--- src/rtl/iiitb_cg_ctrl.sv ---
// Activity-driven clock-gating controller: one RUN/OFF/WAKE FSM per gated domain,
// each driving the enable of its ICG cell from the ungated clk domain.
module iiitb_cg_ctrl #(
  parameter int NCH      = 4,
  parameter int IDLE_CYC = 8,
  parameter int WAKE_CYC = 2,
  parameter int CW       = 4
) (
  input  logic           clk,
  input  logic           rst_n,
  input  logic [NCH-1:0] act,
  input  logic [NCH-1:0] force_on,
  output logic [NCH-1:0] cg_en,
  output logic [NCH-1:0] rdy,
  output logic [NCH-1:0] off_mask,
  output logic           all_off
);

  typedef enum logic [1:0] {
    RUN  = 2'd0,
    OFF  = 2'd1,
    WAKE = 2'd2
  } state_t;

  localparam logic [CW-1:0] IDLE_LAST = CW'(IDLE_CYC - 1);
  localparam logic [CW-1:0] WAKE_LAST = CW'((WAKE_CYC > 0) ? (WAKE_CYC - 1) : 0);

  for (genvar i = 0; i < NCH; i++) begin : g_ch
    state_t          state;
    state_t          state_nx;
    logic [CW-1:0]   cnt;
    logic [CW-1:0]   cnt_nx;
    logic            busy;

    assign busy = act[i] | force_on[i];

    // Reset lands in RUN so every domain keeps its clock while its own reset propagates.
    always_ff @(posedge clk or negedge rst_n) begin
      if (!rst_n) begin
        state <= RUN;
        cnt   <= '0;
      end else begin
        state <= state_nx;
        cnt   <= cnt_nx;
      end
    end

    always_comb begin
      state_nx = state;
      cnt_nx   = cnt;
      case (state)
        RUN: begin
          if (busy) begin
            cnt_nx = '0;
          end else if (cnt == IDLE_LAST) begin
            state_nx = OFF;
            cnt_nx   = '0;
          end else begin
            cnt_nx = cnt + 1'b1;
          end
        end
        OFF: begin
          if (busy) begin
            state_nx = (WAKE_CYC > 0) ? WAKE : RUN;
            cnt_nx   = '0;
          end
        end
        // Once started, a wake always runs to completion regardless of act.
        WAKE: begin
          if (cnt == WAKE_LAST) begin
            state_nx = RUN;
            cnt_nx   = '0;
          end else begin
            cnt_nx = cnt + 1'b1;
          end
        end
        default: begin
          state_nx = RUN;
          cnt_nx   = '0;
        end
      endcase
    end

    assign cg_en[i]    = (state != OFF);
    assign rdy[i]      = (state == RUN);
    assign off_mask[i] = (state == OFF);
  end

  always_ff @(posedge clk or negedge rst_n) begin
    if (!rst_n) all_off <= 1'b0;
    else        all_off <= &off_mask;
  end

endmodule
--- config.mk ---
export PLATFORM = sky130hd
export DESIGN_NAME = iiitb_cg_ctrl
export DESIGN_NICKNAME = d
export VERILOG_FILES = /design/src/rtl/iiitb_cg_ctrl.sv
export SDC_FILE = /design/constraint.sdc
export NUM_CORES = 1
export LEC_CHECK = 0
export ABC_AREA = 1
export BUFFER_PORTS_ARGS = -buffer_cell sky130_fd_sc_hd__buf_2
export CAP_MARGIN = 15
export CORE_ASPECT_RATIO = 0.6
export CORE_UTILIZATION = 50
export DETAILED_ROUTE_END_ITERATION = 6
export PLACE_DENSITY = 0.74
export SETUP_SLACK_MARGIN = 0.5
export SLEW_MARGIN = 20
export SYNTH_ARGS = -nofsm -noshare
export SYNTH_HDL_FRONTEND = slang
export SYNTH_SLANG_ARGS = --single-unit
--- constraint.sdc ---
create_clock -name clk -period 1 [get_ports clk]
set_input_delay 0.15 -clock clk [delete_from_list [all_inputs] [get_ports clk]]
set_output_delay 0.15 -clock clk [all_outputs]
set_load 0.01 [all_outputs]
==> summary.txt, run 1 <==
Die
  – Starting Density: a little over half
  – Full die area: around 3300 um2
  – Std cell rows: 15
  – Chip Height: 44.8 um
  – # IOs: 23
  – Die width: roughly 73 um
  – Core ar.: 2890 um2

CTS
  – Worst-case clock buffer depth: 2
  – CTS Buf Count: 3
  – Clk_lat worst skew: approximately 0.27 ns
  – CTS HTree Levels: 1
  – TritonCTS clock tree: done
  – CTS sink count: 25
  – CTS Root Buffer Type: clkbuf_8
  – Clock transition at the registers of the reported paths: about 0.09 ns

Global route
  – Initial antenna violation count: 0
  – GRT overflow: 0
  – Pin count of the biggest net entering global routing: 16
  – Total Routing Usage GR: between 20% and 30%
  – Number of global-route vias before repair: roughly 1400
  – First-pass GRT wire length: between 6 and 7 mm

Worst hold path
  – Worst hold path class: in -> async

Routing
  – Drt pass-1 iters: 4
  – 1st-iter DRT viols: 135
  – Routed vias: between 1500 and 2000
  – Post-DRT Antenna Nets: 0
  – Routed wire length: around 4.5 mm
  – Vias per cell: around 5.2
  – Wire per inst: about 15 um
  – DRC Markers: 0

Cells and area
  – Layout area overhead: 53.8%
  – Fin nets: between 200 and 300
  – Final antenna diode count: 0
  – Fillers: about 170
  – Final Non-Filler Cells: between 300 and 400
  – Cell area after layout: about 2400 um2
  – Util after Layout: around four fifths
  – Layout cells sized above 1: between 50% and 60%

Worst setup path
  – CP max FO: 4
  – Reg2reg start: g_ch[1].cnt[1]
  – Critical Path AT: between 1 and 1.5 ns
  – CP Class: reg -> reg
  – Crit end category: register
  – CP Launch Type: register
  – Worst reg2reg path depth: 7
  – Worst Setup SP: g_ch[1].cnt[1]
  – WP data required: approximately 1.2 ns

Timing
  – Setup TNS: -5.11 ns
  – Final hold slack: -0.249 ns
  – Final Critical Period: 1.22 ns
  – Slew HR: about 72%
  – Crit share post-route: 122%
  – Final setup viols: 37
  – Fin. max-slew vios: 0
  – Unrepaired setup endpoints after global routing: true
  – Worst Setup Slack, final: -0.221 ns
  – Max Fclk: ~820 MHz
  – Clock Skews: slightly above 0.002 ns
  – Worst Tran Pin Value: 0.417 ns
  – Final Hold Viols: 10

Power
  – Leak Pwr: 1.21 nW
  – PwrDens: just over 800 nW/um2
  – Max IR drop VDD: a little under 0.7 mV
  – Power Total: about 1.9 mW

Logic synthesis
  – Post-synthesis cell type count: 22
  – Post-synthesis sequential area ratio: about two fifths
  – Post-Syn Instances: 202
  – Syn Nets: between 200 and 250
  – Synth Area per Inst: roughly 7.6 um2
  – Fraction of registers with async set/reset: between 90% and 100%
  – Most used DFF post-synth: dfrtp_1
  – Synth Cell Area: 1530 um2
  – YS warnings: 0
  – Yosys reg bits: 25
  – EDFF count, synth: 0

Placement
  – Placed Area: 1890 um2
  – DP HPWL: between 2 and 3 mm
  – Placer congestion estimate: between 0.8 and 0.9
  – Port bufs: 22
  – Post-placement cell count: between 200 and 300
  – Pre-CTS WS: -0.167 ns

Job
  – MaxCap Viol Count: 0

Status
  – Status: complete, but fails checks
  – Failing checks: negative hold slack, negative setup slack
==> cell type report <==
| class | count | area (um2) | share of cell area [%] |
|---|---|---|---|
| repair buffers | 60 | 489 | 20.8 |
| well taps | 42 | 52.6 | 2.24 |
| inverters | 27 | 114 | 4.84 |
| flip-flops and latches | 25 | 632 | 26.9 |
| clock inverters | 1 | 7.51 | 0.319 |
| multi-input cells | 146 | 1010 | 43.2 |
| clock buffers | 3 | 41.3 | 1.76 |
==> worst paths after layout <==
path | endpoint | slack [ns]
setup / recovery | g_ch[1].cnt[0] | -0.22
hold / removal | g_ch[0].state[1] | -0.25
setup reg to reg | g_ch[1].cnt[0] | -0.22
hold reg to reg | g_ch[3].cnt[3] | 0.57
max in group asynchronous | g_ch[3].state[0] | 0.87
min in group clk | g_ch[1].state[0] | 0.18
==> cell usage in the layout (no fill, tap or decap), types with 6 or more instances in the layout <==
cell type and count:
inv_1 12, buf_4 32, nand3_1 6, nor2_1 15
nand2_1 48, dfrtp_1 20, nor2_2 6, buf_2 12
buf_6 15, inv_2 9, nand2_2 12, nand2_4 10
o21ai_1 7
==> where the power goes <==
part	total (mW)	internal (mW)	switching [mW]
registers	1.05	1.03	0.0228
clock network	0.632	0.283	0.349
logic	0.231	0.108	0.124
total	1.91	1.42	0.495
==> Yosys cell counts (2+ instances only) <==
library cell  count  area [um2]
o21ai_1           6        30.0
ha_1             10         125
nand2_1          61         229
inv_1            21        78.8
nand4_1           4        25.0
o21ai_2           2        17.5
nand3_1          12        60.1
xor2_1            3        26.3
o211ai_1          3        22.5
dfrtp_1          25         626
nand2_2           9        56.3
clkinv_2          2        10.0
nor2_1           19        71.3
buf_4             4        30.0
nor2_2            6        37.5
or2_0             2        12.5
o21ai_0           5        25.0
inv_2             4        15.0
==> kinds of logic after synthesis <==
group / count (synthesis) / share of synthesized area, %
AND/OR/NAND/NOR: 115 / 33.4
buffers and inverters: 31 / 8.76
flip-flops: 25 / 40.9
AO/OA/AOI/OAI: 18 / 7.04
adder cells (fa/ha/maj): 10 / 8.18
XOR/XNOR: 3 / 1.72
==> routing by layer <==
| layer | routed length (um) | GRT usage [%] |
|---|---|---|
| met1 | 1850 | 34.6 |
| met3 | 215 | 4.24 |
| met4 | 92 | 4.62 |
| met5 | 0 | 0 |
| met2 | 2320 | 42.4 |
==> repair_timing <==
item | in CTS | in global routing
gates resized for setup | 42 | 27
setup endpoints to repair | 38 | 38
pin swaps | 25 | 21
hold endpoints to repair | 10 | 10
buffers inserted | 12 | 5
==> critical path, stage by stage (launching register included) <==
cell and delay, ns:
dfrtp_1 0.42, inv_1 0.08, ha_2 0.18, nand3_2 0.08, nand2_4 0.10, o21ai_2 0.08, nand2_1 0.10, nand2_1 0.08
==> state kept, by name, indices dropped and copies added (netlist names) <==
signal and cells:
g_ch.state 8, all_off 1, g_ch.cnt 16
Note: power is estimated with default switching activity, not from simulation.
==> inputs of run 2 (changes only) <==
SKIP_LAST_GASP = 1   (was unset)
==> run 2 against run 1 <==
Compared with the run above:
- the flow still finishes with violations (negative hold slack, negative setup slack)
- count of clock-buffer cells in the layout unchanged
- clock power is essentially flat
- sequential share of layout area is the same
- sequential power about the same
- sequential cell count unchanged
- power is essentially flat
- critical path depth did not move
- register-to-register slack is essentially flat
- via count is 1.1% lower
- worst setup slack worse by 0.0042 ns
- core utilization unchanged
- routed wire length up 0.54%
==> summary.txt, run 2 (synthesis results as in run 1) <==
Timing
  – Worst Tran Pin Value: 0.403 ns
  – Final setup viols: 37
  – Final Critical Period: 1.22 ns
  – Fin. max-slew vios: 0
  – Slew HR: roughly three quarters
  – Final hold slack: -0.243 ns
  – Clock Skews: between 0.0015 and 0.002 ns
  – Final Hold Viols: 10
  – Max Fclk: approximately 820 MHz
  – Worst Setup Slack, final: -0.225 ns
  – Crit share post-route: 122%
  – Unrepaired setup endpoints after global routing: true

Placement
  – DP HPWL: approximately 2.5 mm
  – Post-placement cell count: 283
  – Placer congestion estimate: roughly 0.83
  – Pre-CTS WS: -0.167 ns
  – Placed Area: roughly 1900 um2
  – Port bufs: 22

Routing
  – Routed wire length: 4.50 mm
  – Post-DRT Antenna Nets: 0
  – Vias per cell: 5.16
  – Drt pass-1 iters: 4
  – 1st-iter DRT viols: 150
  – Wire per inst: 14.8 um
  – DRC Markers: 0
  – Routed vias: 1568

Global route
  – GRT overflow: 0
  – Initial antenna violation count: 0
  – Met1 GRT Util: 34.6%
  – Number of global-route vias before repair: roughly 1400
  – Pin count of the biggest net entering global routing: 16
  – Met2 capacity usage during global routing: 42.4%
  – Total Routing Usage GR: about a quarter
  – Top Usage Layer GRT: met2
  – First-pass GRT wire length: between 6 and 7 mm
  – Met3 usage: roughly 4.2%

Cells and area
  – Most common cell after layout, fill and taps aside: nand2_1
  – Multi-input gate area: just over 1000 um2
  – Largest reg by FF count: g_ch.cnt
  – Fin nets: ~280
  – Fillers: 169
  – Most frequent cells in the layout: nand2_1, buf_4, dfrtp_1, nor2_1, buf_6
  – Cell area after layout: roughly 2400 um2
  – Final Non-Filler Cells: ~300
  – Util after Layout: 81.3%
  – Sequential Area: between 600 and 700 um2
  – Largest register FFs: 16
  – Largest regs: g_ch.cnt: 16 flops, g_ch.state: 8 flops, all_off: 1 flops
  – Layout area overhead: 53.8%
  – Final antenna diode count: 0
  – Layout cells sized above 1: between 50% and 60%

Status
  – Failing checks: negative hold slack, negative setup slack
  – Status: complete, but fails checks

Worst hold path
  – Worst hold path class: in -> async

CTS
  – CTS HTree Levels: 1
  – CTS sink count: 25
  – CTS Root Buffer Type: clkbuf_8
  – Worst-case clock buffer depth: 2
  – TritonCTS clock tree: done
  – Clk_lat worst skew: about 0.27 ns
  – CTS Buf Count: 3
  – Clock transition at the registers of the reported paths: ~0.090 ns

Die
  – Core ar.: about 2900 um2
  – # IOs: 23
  – Die width: around 73 um
  – Starting Density: a little over half
  – Chip Height: between 40 and 50 um
  – Std cell rows: 15
  – Full die area: 3290 um2

Worst setup path
  – CP Launch Type: register
  – Reg2reg setup slack: -0.22 ns
  – Critical Path AT: 1.39 ns
  – CP Class: reg -> reg
  – CP max FO: 4
  – Crit end category: register
  – Reg2reg end: g_ch[1].cnt[0]
  – WP data required: about 1.2 ns
  – Worst reg2reg path depth: 7
  – Reg2reg start: g_ch[1].cnt[1]

Power
  – PwrDens: approximately 810 nW/um2
  – Max IR drop VDD: around 0.68 mV
  – Leak Pwr: 1.21 nW

Job
  – MaxCap Viol Count: 0
[run 2: cell counts in the layout (fill, tap and decap cells not counted)]
Identical to the previous run, type by type.
[run 2: worst max path at each step]
| stage | from | endpoint | slack, ns | cells past startpoint |
|---|---|---|---|---|
| after floorplan | g_ch[2].cnt[0] | g_ch[2].cnt[2] | -0.06 | 4 |
| after global placement | g_ch[3].cnt[1] | g_ch[3].cnt[2] | -0.11 | 7 |
| after CTS | g_ch[2].state[0] | rdy[2] | -0.24 | 3 |
| after global routing | g_ch[3].cnt[0] | g_ch[3].cnt[3] | -0.27 | 6 |
| after detailed placement | g_ch[3].cnt[1] | g_ch[3].cnt[2] | -0.17 | 7 |
| final | g_ch[1].cnt[1] | g_ch[1].cnt[0] | -0.22 | 7 |
[run 2: worst max-delay path, stage by stage (launching register included)]
cell and delay [ns]:
dfrtp_1 0.42, inv_1 0.08, ha_2 0.18, nand3_2 0.08
nand2_4 0.11, o21ai_2 0.08, nand2_1 0.10, nand2_1 0.08
[run 2: per-stage QoR]
stage	total power, mW	hold slack (ns)	TNS [ns]
6_report	1.91	-0.243	-5.10
3_3_place_gp	1.24	0.0546	-1.51
4_1_cts	1.88	-0.241	-4.29
2_1_floorplan	1.14	-0.146	-0.726
5_1_grt	1.99	-0.238	-6.84
3_5_place_dp	1.24	0.0547	-2.13
[run 2: layout make-up]
type,count,area share [%]
clock buffer,3,1.76
clock inverter,1,0.319
inverter,27,4.84
multi-input combinational,146,43.2
sequential,25,26.9
tap,42,2.24
timing repair buffer,60,20.8
[run 2: layer usage]
metal | up-vias | share of wire (%)
met5 | - | 0
met4 | 0 | 1.1
met3 | 8 | 3.7
met2 | 59 | 52
met1 | 745 | 43
li1 | 756 | -
[run 2: power by group]
part / total [mW] / internal (mW) / switching, mW
clock network: 0.629 / 0.283 / 0.346
registers: 1.05 / 1.03 / 0.0230
logic: 0.233 / 0.108 / 0.125
total: 1.91 / 1.42 / 0.494
[run 2: repair_timing]
action / CTS / global route
endpoints found under the hold margin: 10 / 10
endpoints found under the setup margin: 38 / 38
gates resized for setup: 42 / 27
pin swaps: 24 / 20
setup buffers: 12 / 5
